$ cat src/rtl/tiny_dnn_csr_pkg.sv
// Shared constants for the tiny-dnn control/status register block.
package tiny_dnn_csr_pkg;

  // Register word offsets (byte address >> 2)
  localparam int REG_CTRL     = 0;
  localparam int REG_STATUS   = 1;
  localparam int REG_IRQ_EN   = 2;
  localparam int REG_IRQ_STAT = 3;
  localparam int REG_CFG_BASE = 4;

  // AXI response codes
  localparam logic [1:0] RESP_OKAY   = 2'b00;
  localparam logic [1:0] RESP_SLVERR = 2'b10;

  // CTRL bit positions
  localparam int CTRL_START  = 0;
  localparam int CTRL_WWRITE = 1;
  localparam int CTRL_BWRITE = 2;

  // IRQ_EN / IRQ_STAT bit positions
  localparam int IRQ_DONE      = 0;
  localparam int IRQ_START_ERR = 1;

  // Expand a 4-bit byte strobe into a 32-bit bit mask
  function automatic logic [31:0] strb_mask(input logic [3:0] s);
    logic [31:0] m;
    m = '0;
    for (int b = 0; b < 4; b++) m[b*8 +: 8] = {8{s[b]}};
    return m;
  endfunction

endpackage

$ cat src/rtl/tiny_dnn_csr_axil.sv
// AXI4-Lite slave front end: holds AW and W independently, issues one
// register write when both are available, and registers read responses.
module tiny_dnn_csr_axil
  import tiny_dnn_csr_pkg::*;
#(
  parameter int ADDR_W = 8
) (
  input  logic              clk,
  input  logic              rst_n,
  input  logic [31:0]       s_awaddr,
  input  logic              s_awvalid,
  output logic              s_awready,
  input  logic [31:0]       s_wdata,
  input  logic [3:0]        s_wstrb,
  input  logic              s_wvalid,
  output logic              s_wready,
  output logic [1:0]        s_bresp,
  output logic              s_bvalid,
  input  logic              s_bready,
  input  logic [31:0]       s_araddr,
  input  logic              s_arvalid,
  output logic              s_arready,
  output logic [31:0]       s_rdata,
  output logic [1:0]        s_rresp,
  output logic              s_rvalid,
  input  logic              s_rready,
  output logic              wr_en,
  output logic [ADDR_W-1:0] wr_addr,
  output logic [31:0]       wr_data,
  output logic [3:0]        wr_strb,
  input  logic              wr_err,
  output logic              rd_en,
  output logic [ADDR_W-1:0] rd_addr,
  input  logic [31:0]       rd_data,
  input  logic              rd_err
);

  // rdy_q keeps every READY low while in reset and releases one cycle after
  logic              rdy_q, rdy_d;
  logic              aw_held_q, aw_held_d;
  logic [ADDR_W-1:0] awaddr_q, awaddr_d;
  logic              w_held_q, w_held_d;
  logic [31:0]       wdata_q, wdata_d;
  logic [3:0]        wstrb_q, wstrb_d;
  logic              bvalid_q, bvalid_d;
  logic [1:0]        bresp_q, bresp_d;
  logic              rvalid_q, rvalid_d;
  logic [31:0]       rdata_q, rdata_d;
  logic [1:0]        rresp_q, rresp_d;
  logic              aw_hs, w_hs;

  logic unused_addr_hi;
  assign unused_addr_hi = ^{s_awaddr[31:ADDR_W], s_araddr[31:ADDR_W]};

  assign s_awready = rdy_q & ~aw_held_q;
  assign s_wready  = rdy_q & ~w_held_q;
  assign s_arready = rdy_q & ~rvalid_q;
  assign s_bvalid  = bvalid_q;
  assign s_bresp   = bresp_q;
  assign s_rvalid  = rvalid_q;
  assign s_rdata   = rdata_q;
  assign s_rresp   = rresp_q;

  assign aw_hs = s_awvalid & s_awready;
  assign w_hs  = s_wvalid & s_wready;

  // A handshake in the current cycle counts as held, so the write can
  // execute in the same cycle the second half arrives.
  assign wr_en   = (aw_held_q | aw_hs) & (w_held_q | w_hs) & ~bvalid_q;
  assign wr_addr = aw_held_q ? awaddr_q : s_awaddr[ADDR_W-1:0];
  assign wr_data = w_held_q ? wdata_q : s_wdata;
  assign wr_strb = w_held_q ? wstrb_q : s_wstrb;

  assign rd_en   = s_arvalid & s_arready;
  assign rd_addr = s_araddr[ADDR_W-1:0];

  // Next-state for holders and response channels
  always_comb begin
    rdy_d     = 1'b1;
    aw_held_d = aw_held_q;
    awaddr_d  = awaddr_q;
    w_held_d  = w_held_q;
    wdata_d   = wdata_q;
    wstrb_d   = wstrb_q;
    bvalid_d  = bvalid_q;
    bresp_d   = bresp_q;
    rvalid_d  = rvalid_q;
    rdata_d   = rdata_q;
    rresp_d   = rresp_q;
    if (aw_hs) begin
      aw_held_d = 1'b1;
      awaddr_d  = s_awaddr[ADDR_W-1:0];
    end
    if (w_hs) begin
      w_held_d = 1'b1;
      wdata_d  = s_wdata;
      wstrb_d  = s_wstrb;
    end
    if (bvalid_q && s_bready) bvalid_d = 1'b0;
    if (wr_en) begin
      bvalid_d  = 1'b1;
      bresp_d   = wr_err ? RESP_SLVERR : RESP_OKAY;
      aw_held_d = 1'b0;
      w_held_d  = 1'b0;
    end
    if (rvalid_q && s_rready) rvalid_d = 1'b0;
    if (rd_en) begin
      rvalid_d = 1'b1;
      rdata_d  = rd_err ? 32'h0 : rd_data;
      rresp_d  = rd_err ? RESP_SLVERR : RESP_OKAY;
    end
  end

  // State registers; reset drops anything in flight
  always_ff @(posedge clk or negedge rst_n) begin
    if (!rst_n) begin
      rdy_q     <= 1'b0;
      aw_held_q <= 1'b0;
      awaddr_q  <= '0;
      w_held_q  <= 1'b0;
      wdata_q   <= '0;
      wstrb_q   <= '0;
      bvalid_q  <= 1'b0;
      bresp_q   <= RESP_OKAY;
      rvalid_q  <= 1'b0;
      rdata_q   <= '0;
      rresp_q   <= RESP_OKAY;
    end else begin
      rdy_q     <= rdy_d;
      aw_held_q <= aw_held_d;
      awaddr_q  <= awaddr_d;
      w_held_q  <= w_held_d;
      wdata_q   <= wdata_d;
      wstrb_q   <= wstrb_d;
      bvalid_q  <= bvalid_d;
      bresp_q   <= bresp_d;
      rvalid_q  <= rvalid_d;
      rdata_q   <= rdata_d;
      rresp_q   <= rresp_d;
    end
  end

endmodule

$ cat src/rtl/tiny_dnn_csr.sv
// tiny-dnn CSR block: register file, address decode, start/irq logic.
module tiny_dnn_csr
  import tiny_dnn_csr_pkg::*;
#(
  parameter int ADDR_W = 8,
  parameter int NCFG   = 14,
  parameter int CFG_W  = 12
) (
  input  logic                  S_AXI_ACLK,
  input  logic                  S_AXI_ARESETN,
  input  logic [31:0]           S_AXI_AWADDR,
  input  logic                  S_AXI_AWVALID,
  output logic                  S_AXI_AWREADY,
  input  logic [31:0]           S_AXI_WDATA,
  input  logic [3:0]            S_AXI_WSTRB,
  input  logic                  S_AXI_WVALID,
  output logic                  S_AXI_WREADY,
  output logic [1:0]            S_AXI_BRESP,
  output logic                  S_AXI_BVALID,
  input  logic                  S_AXI_BREADY,
  input  logic [31:0]           S_AXI_ARADDR,
  input  logic                  S_AXI_ARVALID,
  output logic                  S_AXI_ARREADY,
  output logic [31:0]           S_AXI_RDATA,
  output logic [1:0]            S_AXI_RRESP,
  output logic                  S_AXI_RVALID,
  input  logic                  S_AXI_RREADY,
  output logic                  start,
  output logic                  wwrite,
  output logic                  bwrite,
  input  logic                  busy,
  input  logic                  done,
  output logic [NCFG*CFG_W-1:0] cfg,
  output logic                  irq
);

  logic              wr_en, wr_err, rd_en, rd_err;
  logic [ADDR_W-1:0] wr_addr, rd_addr;
  logic [31:0]       wr_data, wr_strb_mask, rd_data;
  logic [3:0]        wr_strb;
  logic [31:0]       wr_idx, rd_idx;
  logic              wr_ok, wr_cfg, start_req;

  logic                        start_q, start_d;
  logic                        wwrite_q, wwrite_d;
  logic                        bwrite_q, bwrite_d;
  logic [1:0]                  irq_en_q, irq_en_d;
  logic [1:0]                  irq_stat_q, irq_stat_d;
  logic                        irq_q, irq_d;
  logic [NCFG-1:0][CFG_W-1:0]  cfg_q, cfg_d;

  tiny_dnn_csr_axil #(.ADDR_W(ADDR_W)) u_axil (
    .clk       (S_AXI_ACLK),
    .rst_n     (S_AXI_ARESETN),
    .s_awaddr  (S_AXI_AWADDR),
    .s_awvalid (S_AXI_AWVALID),
    .s_awready (S_AXI_AWREADY),
    .s_wdata   (S_AXI_WDATA),
    .s_wstrb   (S_AXI_WSTRB),
    .s_wvalid  (S_AXI_WVALID),
    .s_wready  (S_AXI_WREADY),
    .s_bresp   (S_AXI_BRESP),
    .s_bvalid  (S_AXI_BVALID),
    .s_bready  (S_AXI_BREADY),
    .s_araddr  (S_AXI_ARADDR),
    .s_arvalid (S_AXI_ARVALID),
    .s_arready (S_AXI_ARREADY),
    .s_rdata   (S_AXI_RDATA),
    .s_rresp   (S_AXI_RRESP),
    .s_rvalid  (S_AXI_RVALID),
    .s_rready  (S_AXI_RREADY),
    .wr_en     (wr_en),
    .wr_addr   (wr_addr),
    .wr_data   (wr_data),
    .wr_strb   (wr_strb),
    .wr_err    (wr_err),
    .rd_en     (rd_en),
    .rd_addr   (rd_addr),
    .rd_data   (rd_data),
    .rd_err    (rd_err)
  );

  // Byte-offset bits are ignored; the read decode is computed every cycle
  // and only sampled on a read handshake.
  logic unused_lsb;
  assign unused_lsb = ^{wr_addr[1:0], rd_addr[1:0], rd_en};

  assign wr_idx       = 32'(wr_addr[ADDR_W-1:2]);
  assign rd_idx       = 32'(rd_addr[ADDR_W-1:2]);
  assign wr_strb_mask = strb_mask(wr_strb);

  assign start  = start_q;
  assign wwrite = wwrite_q;
  assign bwrite = bwrite_q;
  assign irq    = irq_q;
  assign cfg    = cfg_q;

  // Write decode: unmapped, STATUS, and CFG-while-busy are rejected
  always_comb begin
    wr_cfg = (wr_idx >= 32'(REG_CFG_BASE)) && (wr_idx < 32'(REG_CFG_BASE + NCFG));
    wr_err = (wr_idx >= 32'(REG_CFG_BASE + NCFG)) ||
             (wr_idx == 32'(REG_STATUS)) ||
             (wr_cfg && busy);
    wr_ok  = wr_en && !wr_err;
  end

  // Register file next-state; hardware sets of IRQ_STAT win over W1C
  always_comb begin
    logic [31:0] merged;
    logic [1:0]  stat_clr, stat_set;
    merged     = '0;
    wwrite_d   = wwrite_q;
    bwrite_d   = bwrite_q;
    irq_en_d   = irq_en_q;
    cfg_d      = cfg_q;
    stat_clr   = 2'b00;
    start_req  = wr_ok && (wr_idx == 32'(REG_CTRL)) && wr_strb[0] && wr_data[CTRL_START];
    start_d    = start_req && !busy;
    if (wr_ok && (wr_idx == 32'(REG_CTRL)) && wr_strb[0]) begin
      wwrite_d = wr_data[CTRL_WWRITE];
      bwrite_d = wr_data[CTRL_BWRITE];
    end
    if (wr_ok && (wr_idx == 32'(REG_IRQ_EN)) && wr_strb[0])
      irq_en_d = wr_data[1:0];
    if (wr_ok && (wr_idx == 32'(REG_IRQ_STAT)) && wr_strb[0])
      stat_clr = wr_data[1:0];
    stat_set                = 2'b00;
    stat_set[IRQ_DONE]      = done;
    stat_set[IRQ_START_ERR] = start_req && busy;
    irq_stat_d = (irq_stat_q & ~stat_clr) | stat_set;
    for (int i = 0; i < NCFG; i++) begin
      if (wr_ok && (wr_idx == 32'(REG_CFG_BASE + i))) begin
        merged   = (32'(cfg_q[i]) & ~wr_strb_mask) | (wr_data & wr_strb_mask);
        cfg_d[i] = merged[CFG_W-1:0];
      end
    end
    irq_d = |(irq_stat_q & irq_en_q);
  end

  // Read mux; reads see register state before any same-cycle write
  always_comb begin
    rd_data = '0;
    rd_err  = 1'b0;
    if (rd_idx == 32'(REG_CTRL)) begin
      rd_data[CTRL_WWRITE] = wwrite_q;
      rd_data[CTRL_BWRITE] = bwrite_q;
    end else if (rd_idx == 32'(REG_STATUS)) begin
      rd_data[0] = busy;
    end else if (rd_idx == 32'(REG_IRQ_EN)) begin
      rd_data[1:0] = irq_en_q;
    end else if (rd_idx == 32'(REG_IRQ_STAT)) begin
      rd_data[1:0] = irq_stat_q;
    end else if (rd_idx < 32'(REG_CFG_BASE + NCFG)) begin
      for (int i = 0; i < NCFG; i++)
        if (rd_idx == 32'(REG_CFG_BASE + i)) rd_data = 32'(cfg_q[i]);
    end else begin
      rd_err = 1'b1;
    end
  end

  // Register file state
  always_ff @(posedge S_AXI_ACLK or negedge S_AXI_ARESETN) begin
    if (!S_AXI_ARESETN) begin
      start_q    <= 1'b0;
      wwrite_q   <= 1'b0;
      bwrite_q   <= 1'b0;
      irq_en_q   <= '0;
      irq_stat_q <= '0;
      irq_q      <= 1'b0;
      cfg_q      <= '0;
    end else begin
      start_q    <= start_d;
      wwrite_q   <= wwrite_d;
      bwrite_q   <= bwrite_d;
      irq_en_q   <= irq_en_d;
      irq_stat_q <= irq_stat_d;
      irq_q      <= irq_d;
      cfg_q      <= cfg_d;
    end
  end

endmodule
$ cat config.mk
export PLATFORM = sky130hd
export DESIGN_NAME = tiny_dnn_csr
export DESIGN_NICKNAME = d
export VERILOG_FILES = /design/src/rtl/tiny_dnn_csr_pkg.sv /design/src/rtl/tiny_dnn_csr_axil.sv /design/src/rtl/tiny_dnn_csr.sv
export SDC_FILE = /design/constraint.sdc
export NUM_CORES = 1
export LEC_CHECK = 0
export CORE_UTILIZATION = 35
export CTS_CLUSTER_DIAMETER = 150
export DETAILED_ROUTE_END_ITERATION = 16
export GPL_TIMING_DRIVEN = 0
export PLACE_DENSITY_LB_ADDON = 0.25
export SKIP_CTS_REPAIR_TIMING = 1
export SYNTH_ARGS = -nofsm -noshare
export SYNTH_HDL_FRONTEND = slang
export SYNTH_HIERARCHICAL = 1
export SYNTH_SLANG_ARGS = --single-unit
$ cat constraint.sdc
create_clock -name S_AXI_ACLK -period 2.75 [get_ports S_AXI_ACLK]
set_input_delay 0.55 -clock S_AXI_ACLK [delete_from_list [all_inputs] [get_ports S_AXI_ACLK]]
set_output_delay 0.55 -clock S_AXI_ACLK [all_outputs]
set_load 0.01 [all_outputs]
# Word level (Yosys, flattened, before mapping)
# Index checks and enable logic that the tools add are counted.
# word_totals
mem_count	0
mem_bits_rw	0
ff_bits	239
latch_bits	0
out_inout_bits	213
elab_cells	200
in_bits	109
mem_bits_ro	0
# classes
eq_ne	34
reduce_logical	39
muxes	44
n_mul	0
bitwise_logic	48
n_addsub	0
div	0
order_cmp	4
shift	0
# ops
operator	count
2-to-1 mux 32 bit	15
bitwise AND 12 bit	15
bitwise OR 12 bit	14
== test 6 x 4 -> 1 bit, second input constant	16
zero test 32 bit	2
2-to-1 mux 30 bit	2
== test 6 x 3 -> 1 bit, second input constant	8
2-to-1 mux 31 bit	1
2-to-1 mux 29 bit	1
logical AND 1 bit	28
== test 6 x 2 -> 1 bit, second input constant	4
== test 6 x 5 -> 1 bit, second input constant	4
2-to-1 mux 12 bit	2
2-to-1 mux 1 bit	15
2-to-1 mux 2 bit	7
== test 6 x 1 -> 1 bit, second input constant	2
less-than comparator 6 x 5 -> 1 bit, second input constant	2
NOT 12 bit	1
bitwise AND 1 bit	8
2-to-1 mux 8 bit	1
nonzero test 2 bit	4
greater-or-equal comparator 6 x 3 -> 1 bit, second input constant	1
greater-or-equal comparator 6 x 5 -> 1 bit, second input constant	1
bitwise AND 2 bit	2
other kinds (7)	13

# Longest topological paths before layout
# depth
word_depth	21
depth_mapped	11
mapped_depth_nobuf	7

# Modules after synthesis
# Netlist, hierarchy kept.
# by_module_without_submodules
module	instances	cells_each	seq_area_each_um2	area_per_inst_um2
tiny_dnn_csr	1	700	4404.2	8680.8
tiny_dnn_csr_axil	1	316	2077.0	3977.6

# Worst setup path before layout
# Ideal clock, no wire load.
# synth_path
path_kind	register -> register
start	register u_axil.aw_held_q
end	register with a tool-made name
setup_time_ns	0.125
required_ns	2.625
arrival_time_ns	2.270
stages_incl_launch_ff	8
path_buffers	1
slack_ns	0.355
period_less_slack_ns	2.395
cell_sequence	dfrtp_1 > buf_2 > mux2_2 > or3_1 > nor2b_1 > nand3_2 > nor2_2 > mux2_2
# synth_lines
element	line_no	text
from (decl)	tiny_dnn_csr_axil.sv:40	logic aw_held_q, aw_held_d;
from (signal assigned)	tiny_dnn_csr_axil.sv:130	aw_held_q <= aw_held_d;

==> flow_metrics.tcl <==
set metrics [dict create \
    grt_pass1_vias 9220 \
    hold_ws_ns 0.108 \
    overflow 0 \
    tightestPinTransition_ns 0.916 \
    finalClockSkew_ns 0.0229 \
    hpwl_um 29700 \
    gp_congestion 0.904 \
    worst_setup_path_start_kind "flop" \
    cts_tree "done" \
    p_per_area_mw_per_mm2 748 \
    use_met3 0.0625 \
    grt_use_met2 0.383 \
    crit_arrival_ns 3.11 \
    grt_util_met1 0.331 \
    cts_sinks 235 \
    start_util 0.359 \
    antenna_left 0 \
    vias 9056 \
    syn_area_per_cell_um2 12.2 \
    pwr-share-seq 0.388 \
    clock_path_buffers 3 \
    endpoint_kind "flop" \
    row_count 65 \
    drive_above_1_share 0.284 \
    fin_crit_sh 0.973 \
    avgViaCountPerCell 5.36 \
    drcViolationCount 0 \
    fin_total_pwr_uw 11600 \
    grt_pass1_wl_um 60300 \
    drv_cap 0 \
    critical_path.startpoint "u_axil/aw_held_q$_DFFE_PN0P_" \
    grt_max_degree 121 \
    finalCriticalPeriod_ns 2.68 \
    synthToLayoutAreaGrowth_pct 36.1 \
    io_pins 322 \
    reg2reg_from "u_axil/aw_held_q$_DFFE_PN0P_" \
    ys_warn_count 6 \
    drt-pass1-iter-count 5 \
    p_sw_uw 3740 \
    syn-instance-count 939 \
    htreeDepth 1 \
    path_clk_slew_ns 0.06 \
    power_leakage_uw 0.00687 \
    routedWlPerCell_um 24.2 \
    antenna_found_initial 0 \
    intPower_uw 7890 \
    clkPwrFrac 0.314 \
    fin_nets 1344 \
    rsz0062_at_grt "yes" \
    setup_viol 0 \
    coreArea_mm2 0.0318 \
    hold_viol 0 \
    clock_tree.root_cell "clkbuf_16" \
    die_w_um 183 \
    max_slew_margin 0.389 \
    critical_path_required_ns 3.19 \
    gr-max-usage-layer "met2" \
    sw_frac_of_total 0.322 \
    critical_path_class "reg2reg" \
    wl_um 41000 \
    peakVddDrop_mv 0.499 \
    syn_area_mm2 0.0114 \
    outcome "finished clean" \
    hold_class "in2async" \
    worst-path-max-fanout 8 \
    io_buffers 239 \
    numCtsBuffers 28 \
    die_area_mm2 0.0334 \
    die_h_um 183 \
    finalMaxSlewViolations 0 \
    grt_util_all_layers 0.245 \
    drtIter0Drc 863 \
    worstSkewPairLatency_ns 0.56 \
    pwr-share-comb 0.297 \
    fmax_ghz 0.374 \
]
-- per-layer routing --
layer	up-vias	wire length (um)	share of wire
met1	4555	17400	0.43
met5	-	0	0
met2	415	18400	0.45
met4	0	1540	0.038
li1	3991	-	-
met3	95	3580	0.087
-- critical path, stage by stage (launching register included) --
cell and delay, ns:
dfrtp_1 0.33, clkbuf_4 0.19, mux2_2 0.41, or2_2 0.40, or3_1 0.48, nor2_4 0.36
mux2_2 0.39
-- per-stage QoR --
step                      area, um^2  setup slack, ns  utilization  setup TNS, ns  std cells
after floorplan                11500            0.383            -              0        959
final                          15500           0.0741        0.489              0       1691
after detailed placement       14500           -0.694        0.455         -71.55       1634
after global placement         14400            -9.16        0.454       -2212.40       1633
after global routing           15500          -0.0282        0.489         -0.139       1690
after CTS                      15400           -0.216        0.483          -6.09       1684
-- power groups by stage --
stage / sequential [uW] / combinational, uW / clock (uW)
3_5_place_dp: 4560 / 3350 / 0
5_1_grt: 4590 / 3670 / 3860
3_3_place_gp: 4550 / 3300 / 0
6_report: 4510 / 3460 / 3650
4_1_cts: 4510 / 3370 / 3710
2_1_floorplan: 4620 / 1540 / 0
-- area by class of cell --
class	instances	area, um^2
fill	2917	16300
sequential	235	5880
buffer	65	334
clock inverter	5	63.8
multi-input combinational	654	5370
antenna	1	2.50
inverter	5	18.8
tap	435	544
timing repair buffer	246	2490
clock buffer	45	845
-- layout by cell type (no fill, tap or decap), drive strengths merged, types with 9 or more instances in the layout --
master / instances
a22oi: 9
o22ai: 11
o21ai: 72
nor2b: 11
mux4: 9
dfrtp: 235
mux2i: 14
mux2: 227
nor3: 16
a21oi: 22
nor2: 35
nand2b: 37
conb: 23
nand2: 71
buf: 45
nand3: 18
clkbuf: 73
clkdlybuf4s50: 238
-- worst paths after layout --
check | to | slack (ns) | cells past startpoint
setup / recovery | flop | 0.07 | 6
hold / removal | u_axil/w_held_q$_DFFE_PN0P_ | 0.11 | 1
setup reg to reg | flop | 0.07 | 6
hold reg to reg | u_axil/s_rdata[17]$_DFFE_PN0P_ | 0.47 | 2
max in group asynchronous | u_axil/s_rdata[7]$_DFFE_PN0P_ | 1.48 | 2
min in group S_AXI_ACLK | u_axil/s_rdata[17]$_DFFE_PN0P_ | 0.47 | 2
Power figures use the tool's default switching activity.
